===== src/rtl/shift_ctrl_pkg.sv =====
// Shared constants for the shift sequencer: funct codes, FSM states, shift-op encoding and
// the funct decoder.
package shift_ctrl_pkg;

  localparam logic [5:0] FUNCT_SLL  = 6'b000000;
  localparam logic [5:0] FUNCT_SRL  = 6'b000010;
  localparam logic [5:0] FUNCT_SRA  = 6'b000011;
  localparam logic [5:0] FUNCT_SLLV = 6'b000100;
  localparam logic [5:0] FUNCT_SRLV = 6'b000110;
  localparam logic [5:0] FUNCT_SRAV = 6'b000111;

  localparam logic [1:0] ST_IDLE  = 2'd0;
  localparam logic [1:0] ST_LOAD  = 2'd1;
  localparam logic [1:0] ST_SHIFT = 2'd2;
  localparam logic [1:0] ST_DONE  = 2'd3;

  localparam logic [1:0] OP_LEFT        = 2'd0;
  localparam logic [1:0] OP_RIGHT_LOG   = 2'd1;
  localparam logic [1:0] OP_RIGHT_ARITH = 2'd2;

  typedef struct packed {
    logic       legal;
    logic       var_amt;
    logic [1:0] op;
  } decode_t;

  function automatic decode_t decode_funct(input logic [5:0] funct);
    decode_t d;
    d = '{legal: 1'b1, var_amt: 1'b0, op: OP_LEFT};
    case (funct)
      FUNCT_SLL:  d.op = OP_LEFT;
      FUNCT_SRL:  d.op = OP_RIGHT_LOG;
      FUNCT_SRA:  d.op = OP_RIGHT_ARITH;
      FUNCT_SLLV: begin d.op = OP_LEFT;        d.var_amt = 1'b1; end
      FUNCT_SRLV: begin d.op = OP_RIGHT_LOG;   d.var_amt = 1'b1; end
      FUNCT_SRAV: begin d.op = OP_RIGHT_ARITH; d.var_amt = 1'b1; end
      default:    d.legal = 1'b0;
    endcase
    return d;
  endfunction

endpackage


===== src/rtl/shift_ctrl_step.sv =====
// Combinational one-bit shifter used once per SHIFT cycle.
module shift_ctrl_step
  import shift_ctrl_pkg::*;
(
  input  logic [1:0]  op_i,
  input  logic [31:0] data_i,
  output logic [31:0] data_o
);

  always_comb begin
    data_o = data_i;
    case (op_i)
      OP_LEFT:        data_o = {data_i[30:0], 1'b0};
      OP_RIGHT_LOG:   data_o = {1'b0, data_i[31:1]};
      OP_RIGHT_ARITH: data_o = {data_i[31], data_i[31:1]};
      default:        data_o = data_i;
    endcase
  end

endmodule


===== src/rtl/shift_ctrl.sv =====
// Iterative shift sequencer: decodes funct on start, loads the mux operand, shifts one bit
// per cycle and pulses done (with illegal for non-shift functs).
module shift_ctrl
  import shift_ctrl_pkg::*;
(
  input  logic        clk,
  input  logic        reset,
  input  logic        start,
  input  logic [5:0]  funct,
  input  logic [4:0]  shamt,
  input  logic        src_a,
  input  logic [31:0] reg_A_data,
  input  logic [31:0] shift_src_data,
  output logic        shift_src_sel,
  output logic        busy,
  output logic        done,
  output logic        illegal,
  output logic [31:0] result
);

  logic [1:0]  state_q, state_d;
  logic [4:0]  cnt_q, cnt_d;
  logic [4:0]  amt_q, amt_d;
  logic [1:0]  op_q, op_d;
  logic        ill_q, ill_d;
  logic        sel_q, sel_d;
  logic [31:0] result_q, result_d;
  logic [31:0] step_out;
  decode_t     dec;

  // Only the low five bits of the A register carry a shift amount.
  logic unused_reg_a;
  assign unused_reg_a = ^reg_A_data[31:5];

  shift_ctrl_step u_step (
    .op_i   (op_q),
    .data_i (result_q),
    .data_o (step_out)
  );

  always_comb begin
    state_d  = state_q;
    cnt_d    = cnt_q;
    amt_d    = amt_q;
    op_d     = op_q;
    ill_d    = ill_q;
    sel_d    = sel_q;
    result_d = result_q;
    dec      = decode_funct(funct);
    case (state_q)
      ST_IDLE: begin
        if (start) begin
          sel_d   = ~src_a;
          op_d    = dec.op;
          amt_d   = dec.var_amt ? reg_A_data[4:0] : shamt;
          ill_d   = ~dec.legal;
          state_d = dec.legal ? ST_LOAD : ST_DONE;
        end
      end
      ST_LOAD: begin
        result_d = shift_src_data;
        cnt_d    = amt_q;
        state_d  = (amt_q == 5'd0) ? ST_DONE : ST_SHIFT;
      end
      ST_SHIFT: begin
        result_d = step_out;
        cnt_d    = cnt_q - 5'd1;
        if (cnt_q <= 5'd1) begin
          state_d = ST_DONE;
        end
      end
      ST_DONE: begin
        state_d = ST_IDLE;
      end
      default: state_d = ST_IDLE;
    endcase
  end

  always_ff @(posedge clk) begin
    if (reset) begin
      state_q  <= ST_IDLE;
      cnt_q    <= 5'd0;
      amt_q    <= 5'd0;
      op_q     <= OP_LEFT;
      ill_q    <= 1'b0;
      sel_q    <= 1'b1;
      result_q <= 32'd0;
    end else begin
      state_q  <= state_d;
      cnt_q    <= cnt_d;
      amt_q    <= amt_d;
      op_q     <= op_d;
      ill_q    <= ill_d;
      sel_q    <= sel_d;
      result_q <= result_d;
    end
  end

  assign shift_src_sel = sel_q;
  assign busy          = (state_q != ST_IDLE);
  assign done          = (state_q == ST_DONE);
  assign illegal       = (state_q == ST_DONE) & ill_q;
  assign result        = result_q;

endmodule


===== config.mk =====
export PLATFORM = sky130hd
export DESIGN_NAME = shift_ctrl
export DESIGN_NICKNAME = d
export VERILOG_FILES = /design/src/rtl/shift_ctrl_pkg.sv /design/src/rtl/shift_ctrl_step.sv /design/src/rtl/shift_ctrl.sv
export SDC_FILE = /design/constraint.sdc
export NUM_CORES = 1
export LEC_CHECK = 0
export BUFFER_PORTS_ARGS = -buffer_cell sky130_fd_sc_hd__buf_2
export CELL_PAD_IN_SITES_DETAIL_PLACEMENT = 2
export CELL_PAD_IN_SITES_GLOBAL_PLACEMENT = 2
export CORE_MARGIN = 5
export CORE_UTILIZATION = 25
export DETAILED_ROUTE_END_ITERATION = 8
export HOLD_SLACK_MARGIN = 0.03
export PLACE_DENSITY = 0.78
export SETUP_SLACK_MARGIN = 0.05
export SLEW_MARGIN = 30
export SYNTH_ARGS = -nofsm -noshare
export SYNTH_HDL_FRONTEND = slang
export SYNTH_HIERARCHICAL = 1
export SYNTH_SLANG_ARGS = --single-unit

===== constraint.sdc =====
create_clock -name clk -period 1.7 [get_ports clk]
set_clock_uncertainty 0.2 [all_clocks]
set_input_delay 0.085 -clock clk [delete_from_list [all_inputs] [get_ports clk]]
set_output_delay 0.085 -clock clk [all_outputs]
set_load 0.005 [all_outputs]

Word level (Yosys, flattened, before mapping)
Cells that the tools add are included.
Widths: inputs -> output; s select.
- word-level logic and storage cells: 54
- output and inout port bits: 36
- flip-flop bits (word level): 48
- $add $sub $neg: 1
- order comparisons: 1
- equality and inequality tests: 15
- bitwise gates (word level): 3
- mux-type cells: 12
- reductions and logical operators: 14
- operator list (cell ; number):
    $pmux 32 s3 ; 1
    $pmux 32 s2 ; 1
    $eq 6x3->1 const B ; 3
    $eq 6x2->1 const B ; 2
    $pmux 5 s2 ; 1
    $pmux 2 s4 ; 1
    $eq 2x2->1 const B ; 3
    $logic_not 6->1 ; 1
    $mux 2 ; 3
    $ne 2x2->1 const B ; 3
    $reduce_and 2->1 ; 3
    $reduce_or 6->1 ; 1
    $le 5x1->1 const B ; 1
    $logic_not 5->1 ; 1
    $mux 5 ; 1
    $sub 5x1->5 const B ; 1
    $eq 2x1->1 const B ; 2
    $logic_not 2->1 ; 2
    $ne 4x1->1 const B ; 1
    $pmux 2 s2 ; 1
    $reduce_bool 2->1 ; 2
    $reduce_or 2->1 ; 2
    $mux 1 ; 3
    $ne 3x1->1 const B ; 1
    4 further kinds ; 5

Depth between registers and ports, before layout
Gate-level depths: netlist (run 1).
- word-level depth: 6
- gate-level depth with buffers: 8
- mapped depth without buffers: 6

Cells and area by module
Netlist (run 1), hierarchy kept.
- modules (own cells, without submodules) (module ; instances ; cells an instance ; area each (sq um)):
    shift_ctrl ; 1 ; 244 ; 2288.4
    shift_ctrl_step ; 1 ; 106 ; 1083.5

Least setup slack after synthesis (run 1)
Ideal clock, no wire load.
- kind: register to register
- start: register state_q[1]
- end: register result_q[10] (netlist: result[10])
- period minus slack after synthesis: 1674 ps
- path buffers: 2
- setup slack: 26 ps
- data arrival time: 1388 ps
- cell stages (with the launch flop): 7
- data required time: 1414 ps
- path through: dfxtp_1 -> inv_1 -> ha_1 -> buf_2 -> clkbuf_1 -> nor2_1 -> a211oi_1
- longest elaborated chain between the ends: 3
- elaborated cells on any way between the ends: 6
- RTL lines (what ; RTL line ; text):
    from (decl) ; shift_ctrl.sv:21 ; logic [1:0] state_q, state_d;
    from (signal assigned) ; shift_ctrl.sv:89 ; state_q <= state_d;
    $eq 2x2->1 / $eq 2x1->1 (equally long branches) ; shift_ctrl.sv:50 ; case (state_q)
    $ne 4x1->1 (no line) / $reduce_bool 2->1 (equally long branches) ; -- ;
    $reduce_and 2->1 (no line) ; -- ;
    to (signal assigned) ; shift_ctrl.sv:95 ; result_q <= result_d;
    to (decl) ; shift_ctrl.sv:27 ; logic [31:0] result_q, result_d;
Several ways; a longest one is shown, not always the timed one.
A chain may end at the register's enable or synchronous reset.

Final worst setup path (run 1)
- start: register state_q[1]
- end: register cnt_q[3]
- longest elaborated chain between the ends: 2
- elaborated cells on any way between the ends: 4
- RTL lines (what ; RTL line ; text):
    $eq 2x2->1 / $eq 2x1->1 (equally long branches) ; shift_ctrl.sv:50 ;
    $pmux 5 s2 / $reduce_bool 2->1 (equally long branches) ; -- ;
    to (signal assigned) ; shift_ctrl.sv:90 ; cnt_q <= cnt_d;
    to (decl) ; shift_ctrl.sv:22 ; logic [4:0] cnt_q, cnt_d;
Several ways; a longest one is shown, not always the timed one.

==> results of run 1 <==
how the worst max path moves through the flow:
stage,to,from,slack (ns),cells past startpoint
after global placement,result[10],state_q[0],0.02,5
after CTS,result[18],state_q[0],0.04,6
after detailed placement,cnt_q[3],state_q[1],-0.07,5
after floorplan,result[10],state_q[1],0.03,6
after global routing,cnt_q[0],state_q[1],-0.006,6
final,cnt_q[3],state_q[1],0.04,6
final cells by class:
cell class	count	area share
multi-input cells	265	0.4543
repair buffers	167	0.2696
flip-flops and latches	48	0.1938
well taps	176	0.04362
clock buffers	6	0.02553
clock inverters	2	0.006939
inverters	7	0.006196
cell families (layout without fill, tap and decap cells):
| kind of cell | after synthesis | count (layout) | synth area share |
|---|---|---|---|
| AO/OA/AOI/OAI | 60 | 60 | 0.1321 |
| adder cells (fa/ha/maj) | 7 | 7 | 0.02597 |
| buffers and inverters | 37 | 182 | 0.07904 |
| flip-flops | 48 | 48 | 0.2850 |
| multiplexers | 132 | 132 | 0.3918 |
| AND/OR/NAND/NOR | 66 | 66 | 0.08609 |
metrics by stage:
stage	TNS [ns]	utilization	hold WS [ns]	std cells	instance area (µm²)
detailed placement	-0.6685	0.3032	0.1866	602	4015
CTS	0	0.3534	0.03461	655	4679
global route	-0.006017	0.3812	0.07224	671	5049
floorplan	0	-	0.03930	350	3372
global placement	0	0.3032	0.1807	602	4015
finish	0	0.3812	0.05572	671	5049
power groups by stage:
stage	Combinational [µW]	Sequential (µW)	Clock, µW
4_1_cts	4400	2450	1160
6_report	5730	2470	1130
5_1_grt	6200	2590	1220
3_5_place_dp	4160	2460	0
2_1_floorplan	2710	2250	0
3_3_place_gp	3850	2390	0
flip-flops by register name, indices dropped and copies added (netlist names):
signal	cells
amt_q	5
cnt_q	5
ill_q	1
op_q	2
result	32
shift_src_sel	1
state_q	2
Yosys cell counts (all sizes together):
master  number
a211o        1
a211oi      39
a21oi        5
a221oi       1
a22o         2
a22oi        1
a311oi       2
a31oi        1
a32oi        1
and2         2
buf         23
clkbuf       7
dfxtp       48
ha           7
inv          7
mux2i      132
nand2        5
nand2b       2
nand3        2
nand4        1
nor2        50
nor2b        1
nor3         1
nor4         1
o21ai        3
o22ai        1
o311a        1
o31ai        2
or3b         1
per-layer routing:
metal	track usage	share of wire	vias to the layer above
met1	0.1557	0.42	1649
met4	0.02965	0.011	0
met5	0	0	-
met3	0.02413	0.026	12
met2	0.2736	0.54	61
li1	-	-	1581
timing repair:
item	in CTS	in global routing
gates cloned	0	7
hold buffers	45	1
resized for setup	11	31
endpoints found under the setup margin	40	34
pin swaps	2	8
setup buffers	0	8
hold endpoints to repair	40	1
==> parameters.txt, run 1 <==
Parameter                              Value

STA
  Maximum clock rate ... ~0.6 GHz
  Minimum setup slack in the final design ... 0.03839 ns
  Worst slew margin relative to its limit ... 0.6566
  Measured slew at the worst slew-check pin ... 0.5152 ns
  Shortest period the worst path allows ... 1.662 ns
  Final critical-path share of the clock period ... 0.9774
  Number of pins with negative max-slew slack in the final report ... 0
  Setup repair after global routing missed its margin ... true
  Count of final hold-check violations ... 0
  Setup Viol. Count Final ... 0

Clocking
  Number of clock sinks ... 48
  Clock edge transition at the registers on the reported setup and hold paths ... 0.07 ns
  Number of buffers created by CTS ... 5
  Clock Latency Late Sink ... 0.29 ns
  Number of levels the H-tree was split into ... 2
  Longest Clk Path Bufs ... 2
  CTS tree ... built
  Clock Tree Root ... sky130_fd_sc_hd__clkbuf_16

Global route
  Largest net degree at the start of global routing ... 35
  Number of antenna violations at the first check in global routing ... 0
  Global-route wire length before repair ... 18.42 mm
  Tot GR Track Use ... 0.1395
  Number of global-route vias before repair ... 3638
  Global route overflow ... 0

Floorplan
  Die boundary height ... 126.1 µm
  Initial core utilization ... 0.2546
  Placeable core region ... 13240 µm²
  Floorplan die area ... 15910 µm²
  Number of core rows ... 42
  Die Span X ... between 100 and 150 µm
  Count of pins on the block boundary ... 115

Setup path
  Slack of the worst reg-to-reg path ... ~0.038 ns
  Crit path largest cell delay ... around 0.37 ns
  CP Launch Type ... flip-flop
  CP Max Fanout ... 9
  Critical Setup Path Class ... reg -> reg
  Worst EP arrival ... 1.66 ns
  Highest-delay cell along the critical path ... sky130_fd_sc_hd__dfxtp_4
  Cell class contributing the biggest share of worst-path delay ... flip-flops
  Reg2Reg Launch Point ... state_q[1]
  Critical path, cell by cell ... inv_1 > ha_4 > buf_6 > buf_12 > a21oi_1 > a211oi_2
  WP buf/inv ... 3
  Reg-to-reg critical path endpoint ... cnt_q[3]
  Count of cells along the worst register-to-register path ... 6
  Crit. End Element ... flip-flop
  Data required time at the worst endpoint ... 1.70 ns

Logic synthesis
  Distinct cell type count of the synthesized netlist ... 37
  Syn. warnings ... 6
  Gate Count Post-Synth ... 350
  Combined area of all synthesized cells ... 3372 µm²
  Average cell area after synthesis ... 9.634 µm²
  Number of nets in the synthesized netlist ... around 440
  Library cell occupying the most area in the post-synthesis netlist ... sky130_fd_sc_hd__mux2i_1
  Register bit total from synthesis ... 48
  Top-area cell type share of the netlist area ... 0.3918
  Sequential area share after synthesis ... 0.2850
  Cells taking the most area after synthesis ... sky130_fd_sc_hd__mux2i_1 39%, sky130_fd_sc_hd__dfxtp_1 28%, sky130_fd_sc_hd__a211oi_1 8.7%

Detailed routing
  Detailed-router iteration count before antenna repair ... 4
  Overall routed net length ... between 10 and 15 mm
  Detailed-route wire length per cell ... 19.23 µm
  Routed via count ... 3303
  Post-DRT Antenna Nets ... 0
  DRC violation count after routing ... 0
  Number of vias per cell after detailed routing ... 4.923
  Iteration-0 DRC count of the detailed router ... about 110

Finish
  Most frequent cells in the layout ... 128 x sky130_fd_sc_hd__mux2i_1, 87 x sky130_fd_sc_hd__buf_2, 50 x sky130_fd_sc_hd__nor2_1
  Footprint of the multi-input gates ... 2293 µm²
  Proportion of layout cells with a drive suffix above 1 ... 0.3273
  Sequential Area ... 978.4 µm²
  Fillcell total ... 1467
  Antenna diode instance count ... 0
  Most frequent standard cell in the layout excluding fill and tap cells ... sky130_fd_sc_hd__mux2i_1
  Relative area change from synthesis to final layout ... 49.72%
  Final Net Count ... 580

Power and ir drop
  Sequential fraction of design power ... 0.264
  Max VDD drop ... approximately 0.59 mV
  Sum of internal, switching and leakage power ... between 9000 and 10000 µW
  Combinational share of power ... 0.614
  P_int ... 5276 µW
  Net switching share of the total power ... 0.4344
  Clock network power share ... 0.122
  Net load switching power ... 4053 µW
  Static power due to leakage ... roughly 0.0019 µW
  Power density over the cells ... 1848 nW/µm²

Job
  Max-capacitance violation count ... 0

Place
  Worst setup slack after placement ... -0.07427 ns
  Detailed placer's ending HPWL ... 7.713 mm
  Count of buffers inserted at the top-level ports ... 87
  Final weighted congestion of routability-driven global placement ... 0.7063

Min path
  Hold EP ... cnt_q[1]
  Launch point of the worst hold path ... reset
  Hold path cells ... 2
  Class of the tightest hold or removal check ... in -> reg

Outcome
  Result of the run ... completed
Note: power is estimated with default switching activity, not from simulation.
==> run 2: changes to the inputs <==
--- a/config.mk
+++ b/config.mk
@@ -10,11 +10,12 @@
 export CELL_PAD_IN_SITES_GLOBAL_PLACEMENT = 2
 export CORE_MARGIN = 5
 export CORE_UTILIZATION = 25
+export CTS_BUF_LIST = sky130_fd_sc_hd__clkbuf_4 sky130_fd_sc_hd__clkbuf_8
 export DETAILED_ROUTE_END_ITERATION = 8
 export HOLD_SLACK_MARGIN = 0.03
 export PLACE_DENSITY = 0.78
 export SETUP_SLACK_MARGIN = 0.05
-export SLEW_MARGIN = 30
+export SLEW_MARGIN = 5
 export SYNTH_ARGS = -nofsm -noshare
 export SYNTH_HDL_FRONTEND = slang
 export SYNTH_HIERARCHICAL = 1
==> run 2 against run 1 <==
  * Sequential share of layout area is 0.48 points higher
  * Core utilization down 0.92 points
  * Die area unchanged
  * Combinational power decreased by 8.0%
  * Worst setup slack improved by 0.027 ns
==> parameters.txt, run 2 (same netlist as run 1, synthesis figures left out) <==
Parameter                              Value

Power and ir drop
  Sum of internal, switching and leakage power ... 8600 µW (was 9329 µW)
  Power density over the cells ... 1745 nW/µm² (was 1848 nW/µm²)
  Static power due to leakage ... 0.001827 µW (was 0.001884 µW)
  Max VDD drop ... 0.5370 mV (was 0.5881 mV)

Finish
  Most frequent standard cell in the layout excluding fill and tap cells ... sky130_fd_sc_hd__mux2i_1 (unchanged)
  Fillcell total ... 1459 (was 1467)
  Most frequent cells in the layout ... 130 x sky130_fd_sc_hd__mux2i_1, 87 x sky130_fd_sc_hd__buf_2, 49 x sky130_fd_sc_hd__nor2_1 (was 128 x sky130_fd_sc_hd__mux2i_1, 87 x sky130_fd_sc_hd__buf_2, 50 x sky130_fd_sc_hd__nor2_1)
  Final Net Count ... 576 (was 580)
  Max FFs per register ... 32 (unchanged)
  Final Util ... 0.3721 (was 0.3812)
  Proportion of layout cells with a drive suffix above 1 ... 0.3238 (was 0.3273)
  Relative area change from synthesis to final layout ... 46.12% (was 49.72%)

Detailed routing
  DRC violation count after routing ... 0 (unchanged)
  Post-DRT Antenna Nets ... 0 (unchanged)
  Detailed-route wire length per cell ... 18.53 µm (was 19.23 µm)
  Number of vias per cell after detailed routing ... 4.844 (was 4.923)
  Iteration-0 DRC count of the detailed router ... 118 (was 112)
  Detailed-router iteration count before antenna repair ... 4 (unchanged)
  Routed via count ... 3236 (was 3303)
  Overall routed net length ... 12.38 mm (was 12.90 mm)

Floorplan
  Count of pins on the block boundary ... 115 (unchanged)
  Placeable core region ... 13240 µm² (unchanged)
  Number of core rows ... 42 (unchanged)
  Floorplan die area ... 15910 µm² (unchanged)
  Die Span X ... 126.1 µm (unchanged)
  Die boundary height ... 126.1 µm (unchanged)
  Initial core utilization ... 0.2546 (unchanged)

STA
  Minimum setup slack in the final design ... 0.06558 ns (was 0.03839 ns)
  Setup TNS ... 0 ns (unchanged)
  Setup Viol. Count Final ... 0 (unchanged)
  Maximum clock rate ... 0.6118 GHz (was 0.6018 GHz)
  Count of final hold-check violations ... 0 (unchanged)
  Measured slew at the worst slew-check pin ... 0.5161 ns (was 0.5152 ns)
  Worst slew margin relative to its limit ... 0.6559 (was 0.6566)
  Shortest period the worst path allows ... 1.634 ns (was 1.662 ns)
  Number of pins with negative max-slew slack in the final report ... 0 (unchanged)
  Setup repair after global routing missed its margin ... true (unchanged)
  Final critical-path share of the clock period ... 0.9614 (was 0.9774)

Place
  Count of buffers inserted at the top-level ports ... 87 (unchanged)
  Worst setup slack after placement ... -0.07427 ns (unchanged)
  Final weighted congestion of routability-driven global placement ... 0.7063 (unchanged)
  Detailed placer's ending HPWL ... 7.713 mm (unchanged)

Clocking
  Longest Clk Path Bufs ... 2 (unchanged)
  Number of clock sinks ... 48 (unchanged)
  Number of buffers created by CTS ... 5 (unchanged)
  CTS tree ... built (unchanged)
  Clock Latency Late Sink ... 0.31 ns (was 0.29 ns)
  Clock edge transition at the registers on the reported setup and hold paths ... 0.09 ns (was 0.07 ns)
  Clock Tree Root ... sky130_fd_sc_hd__clkbuf_8 (was sky130_fd_sc_hd__clkbuf_16)
  Number of levels the H-tree was split into ... 2 (unchanged)

Setup path
  Worst EP arrival ... 1.65 ns (was 1.66 ns)
  Critical Setup Path Class ... reg -> reg (unchanged)
  Crit. End Element ... flip-flop (unchanged)
  CP Launch Type ... flip-flop (unchanged)
  Data required time at the worst endpoint ... 1.72 ns (was 1.70 ns)
  CP Max Fanout ... 17 (was 9)

Job
  Max-capacitance violation count ... 0 (unchanged)

Outcome
  Result of the run ... completed (unchanged)

Global route
  Global-route wire length before repair ... 18.71 mm (was 18.42 mm)
  Number of global-route vias before repair ... 3635 (was 3638)
  Tot GR Track Use ... 0.1416 (was 0.1395)
  Global route overflow ... 0 (unchanged)
  Largest net degree at the start of global routing ... 35 (unchanged)
  Number of antenna violations at the first check in global routing ... 0 (unchanged)

Min path
  Class of the tightest hold or removal check ... in -> reg (unchanged)
run 2: cell types whose count changed in the layout (fill, tap and decap cells not counted), sizes merged:
| cell | before | now |
|---|---|---|
| clkbuf | 12 | 10 |
| diode | 0 | 1 |
| buf | 115 | 112 |
| dlygate4sd3 | 46 | 47 |
run 2: final timing paths:
kind                  from  slack, ns            end  cells past startpoint
max             state_q[1]       0.07       cnt_q[3]                      5
max reg2reg     state_q[1]       0.07       cnt_q[3]                      5
min               funct[3]       0.06        op_q[1]                      5
min reg2reg  shift_src_sel       0.27  shift_src_sel                      1
run 2: what timing repair did:
item / 4_1_cts / 5_1_grt
gates resized for setup: 17 / 24
endpoints found under the hold margin: 44 / 0
setup buffers: 2 / 4
hold buffers: 47 / 0
cloned: 0 / 4
endpoints found under the setup margin: 41 / 45
pin swaps: 0 / 7
run 2: metrics by stage:
stage	hold slack, ns	instance area, µm²	cells
after floorplan	0.03930	3372	350
after global placement	0.1807	4015	602
after detailed placement	0.1866	4015	602
after CTS	0.04652	4684	659
after global routing	0.06832	4925	667
final	0.06108	4927	668
run 2: layer usage:
layer | GRT usage | wire length, µm | vias to the layer above
met2 | 0.2723 | 6638 | 68
met1 | 0.1626 | 5232 | 1597
met4 | 0.03028 | 99 | 0
met3 | 0.02413 | 405 | 8
li1 | - | - | 1563
met5 | 0 | 0 | -
run 2: final cells by class:
type                       count  area, µm²  area share
antenna                        1      2.502   0.0005079
clock buffer                   6      76.32     0.01549
clock inverter                 2      35.03    0.007110
inverter                       7      36.28    0.007364
multi-input combinational    265       2278      0.4624
sequential                    48      978.4      0.1986
tap                          176      220.2     0.04469
timing repair buffer         163       1300      0.2638
run 2: power breakdown:
part	switching [µW]	internal [µW]	leakage, µW
Clock	405	454	0.0000586
Sequential	796	1670	0.000401
Combinational	2630	2650	0.00137
Total	3830	4770	0.00183
run 2: worst max-delay path: stages (launching register included):
cell	delay [ns]
sky130_fd_sc_hd__dfxtp_4	0.39
sky130_fd_sc_hd__inv_2	0.07
sky130_fd_sc_hd__ha_4	0.38
sky130_fd_sc_hd__buf_12	0.17
sky130_fd_sc_hd__a21oi_1	0.09
sky130_fd_sc_hd__a211oi_2	0.24
==> run 3: changes to the inputs <==
--- a/config.mk
+++ b/config.mk
@@ -14,6 +14,7 @@
 export DETAILED_ROUTE_END_ITERATION = 8
 export HOLD_SLACK_MARGIN = 0.03
 export PLACE_DENSITY = 0.78
+export REMOVE_ABC_BUFFERS = 1
 export SETUP_SLACK_MARGIN = 0.05
 export SLEW_MARGIN = 5
 export SYNTH_ARGS = -nofsm -noshare
==> run 3 against run 2 <==
  * Worst setup slack improved by 0.017 ns
  * Combinational power down 5.7%
  * Sequential cell count stayed put
  * Sequential share of layout area is 0.46 points higher
  * Worst hold slack better by 0.0033 ns
  * Maximum frequency increased by 1.0%
  * Power down 5.6%
  * Routed wire length fell by 6.0%
  * Critical path type unchanged
  * Critical endpoint is now result[18]
  * Highest routed layer unchanged
==> parameters.txt, run 3 (same netlist as run 1, synthesis figures left out) <==
Parameter                              Value

Global route
  Number of antenna violations at the first check in global routing ... 0 (unchanged)
  Number of global-route vias before repair ... 3516 (was 3635)
  Tot GR Track Use ... 0.1372 (was 0.1416)
  Global route overflow ... 0 (unchanged)
  Global-route wire length before repair ... 18.08 mm (was 18.71 mm)
  Largest net degree at the start of global routing ... 49 (was 35)

STA
  Final critical-path share of the clock period ... 0.9515 (was 0.9614)
  Setup repair after global routing missed its margin ... true (unchanged)
  Number of pins with negative max-slew slack in the final report ... 0 (unchanged)
  Measured slew at the worst slew-check pin ... 0.3285 ns (was 0.5161 ns)
  Setup TNS ... 0 ns (unchanged)
  Shortest period the worst path allows ... 1.618 ns (was 1.634 ns)
  Worst slew margin relative to its limit ... 0.7795 (was 0.6559)
  Maximum clock rate ... 0.6182 GHz (was 0.6118 GHz)
  Count of final hold-check violations ... 0 (unchanged)
  Setup Viol. Count Final ... 0 (unchanged)

Setup path
  Critical Setup Path Class ... reg -> reg (unchanged)
  Most prevalent standard cell on the critical path ... sky130_fd_sc_hd__mux2i_1
  Cell class contributing the biggest share of worst-path delay ... multiplexers (was flip-flops)
  Crit. End Element ... flip-flop (unchanged)
  Data required time at the worst endpoint ... 1.69 ns (was 1.72 ns)
  Worst EP arrival ... 1.61 ns (was 1.65 ns)
  WP buf/inv ... 1 (was 2)
  CP Launch Type ... flip-flop (unchanged)
  Highest-delay cell along the critical path ... sky130_fd_sc_hd__dfxtp_4 (unchanged)
  Critical path, cell by cell ... buf_12 > mux2i_1 > mux2i_1 > mux2i_1 > a211oi_1 (was inv_2 > ha_4 > buf_12 > a21oi_1 > a211oi_2)
  Crit path largest cell delay ... 0.41 ns (was 0.39 ns)
  CP Max Fanout ... 22 (was 17)

Power and ir drop
  Max VDD drop ... 0.5998 mV (was 0.5370 mV)
  Power density over the cells ... 1696 nW/µm² (was 1745 nW/µm²)
  P_int ... 4525 µW (was 4771 µW)
  Sequential fraction of design power ... 0.301 (was 0.287)
  Static power due to leakage ... 0.001768 µW (was 0.001827 µW)
  Net load switching power ... 3591 µW (was 3829 µW)
  Clock network power share ... 0.086 (was 0.100)
  Net switching share of the total power ... 0.4425 (was 0.4452)
  Combinational share of power ... 0.613 (about the same)
  Sum of internal, switching and leakage power ... 8116 µW (was 8600 µW)

Clocking
  CTS tree ... built (unchanged)
  Number of buffers created by CTS ... 5 (unchanged)
  Clock Latency Late Sink ... 0.31 ns (about the same)
  Longest Clk Path Bufs ... 2 (unchanged)
  Clock Tree Root ... sky130_fd_sc_hd__clkbuf_8 (unchanged)
  Number of clock sinks ... 48 (unchanged)
  Clock edge transition at the registers on the reported setup and hold paths ... 0.10 ns (was 0.09 ns)
  Number of levels the H-tree was split into ... 2 (unchanged)

Detailed routing
  Number of vias per cell after detailed routing ... 4.874 (was 4.844)
  Routed via count ... 3217 (was 3236)
  Overall routed net length ... 11.63 mm (was 12.38 mm)
  Detailed-router iteration count before antenna repair ... 3 (was 4)
  Iteration-0 DRC count of the detailed router ... 64 (was 118)
  Post-DRT Antenna Nets ... 0 (unchanged)
  DRC violation count after routing ... 0 (unchanged)
  Detailed-route wire length per cell ... 17.63 µm (was 18.53 µm)

Place
  Count of buffers inserted at the top-level ports ... 87 (unchanged)
  Final weighted congestion of routability-driven global placement ... 0.7142 (was 0.7063)
  Detailed placer's ending HPWL ... 7.439 mm (was 7.713 mm)

Finish
  Antenna diode instance count ... 0 (was 1)
  Final Net Count ... 570 (was 576)
  Max FFs per register ... 32 (unchanged)
  Most frequent cells in the layout ... 132 x sky130_fd_sc_hd__mux2i_1, 87 x sky130_fd_sc_hd__buf_2, 50 x sky130_fd_sc_hd__nor2_1 (was 130 x sky130_fd_sc_hd__mux2i_1, 87 x sky130_fd_sc_hd__buf_2, 49 x sky130_fd_sc_hd__nor2_1)
  Proportion of layout cells with a drive suffix above 1 ... 0.2913 (was 0.3238)
  Relative area change from synthesis to final layout ... 41.93% (was 46.12%)
  Most frequent standard cell in the layout excluding fill and tap cells ... sky130_fd_sc_hd__mux2i_1 (unchanged)

Floorplan
  Floorplan die area ... 15910 µm² (unchanged)
  Placeable core region ... 13240 µm² (unchanged)
  Count of pins on the block boundary ... 115 (unchanged)
  Number of core rows ... 42 (unchanged)
  Initial core utilization ... 0.2546 (unchanged)
  Die boundary height ... 126.1 µm (unchanged)
  Die Span X ... 126.1 µm (unchanged)

Outcome
  Result of the run ... completed (unchanged)

Min path
  Class of the tightest hold or removal check ... in -> reg (unchanged)

Job
  Max-capacitance violation count ... 0 (unchanged)
-- run 3: changes by cell type in the layout (fill, tap and decap cells not counted), moves of 2 or more --
cell	change
sky130_fd_sc_hd__mux2i_1	+2
sky130_fd_sc_hd__buf_12	+3
sky130_fd_sc_hd__buf_4	-7
sky130_fd_sc_hd__a211oi_1	+4
sky130_fd_sc_hd__dfxtp_4	-2
sky130_fd_sc_hd__a211oi_2	-4
-- run 3: worst min-delay path, stage by stage --
cell	delay (ns)
sky130_fd_sc_hd__buf_2	0.10
sky130_fd_sc_hd__nor3_4	0.04
sky130_fd_sc_hd__buf_4	0.14
sky130_fd_sc_hd__nand4_1	0.09
sky130_fd_sc_hd__a21oi_1	0.07
-- run 3: stage by stage --
step | utilization | std cells | worst slack (ns) | area, µm² | hold WS, ns
finish | 0.3614 | 660 | 0.08249 | 4786 | 0.06438
global route | 0.3614 | 660 | -0.02128 | 4786 | 0.05523
CTS | 0.3488 | 654 | 0.01877 | 4619 | 0.05263
detailed placement | 0.3039 | 600 | -0.1141 | 4025 | 0.1690
global placement | 0.3039 | 600 | 0.01959 | 4025 | 0.1722
floorplan | - | 320 | -1.595 | 3132 | -0.04875
-- run 3: cell type report --
type / count / area (µm²)
clock buffer: 6 / 76.32
clock inverter: 1 / 5.005
fill: 1485 / 8457
inverter: 7 / 28.78
multi-input combinational: 265 / 2228
sequential: 48 / 972.2
tap: 176 / 220.2
timing repair buffer: 157 / 1255
-- run 3: path summary, 6_finish.rpt --
path	start	endpoint	slack, ns	cells after the start
hold reg to reg	shift_src_sel	shift_src_sel	0.29	1
hold / removal	funct[4]	op_q[1]	0.06	5
setup reg to reg	op_q[0]	result[18]	0.08	5
setup / recovery	op_q[0]	result[18]	0.08	5
-- run 3: metal layers --
metal	GRT usage	part of all wire	vias up
li1	-	-	1550
met1	0.1540	0.42	1606
met2	0.2695	0.55	52
met3	0.02413	0.028	9
met4	0.02587	0.010	0
met5	0	0	-
-- run 3: what timing repair did --
action	in CTS	in global routing
hold buffers	47	0
resized for setup	10	15
pin swaps	0	2
endpoints found under the hold margin	44	0
cloned	0	3
endpoints found under the setup margin	42	39
buffers inserted	0	3
-- run 3: power by group through the flow --
stage | Sequential (µW) | Clock [µW] | Combinational (µW)
after floorplan | 2270 | 0 | 2450
after detailed placement | 2440 | 0 | 4210
after global routing | 2580 | 794 | 5490
after global placement | 2370 | 0 | 3960
final | 2440 | 701 | 4970
after CTS | 2430 | 755 | 4420
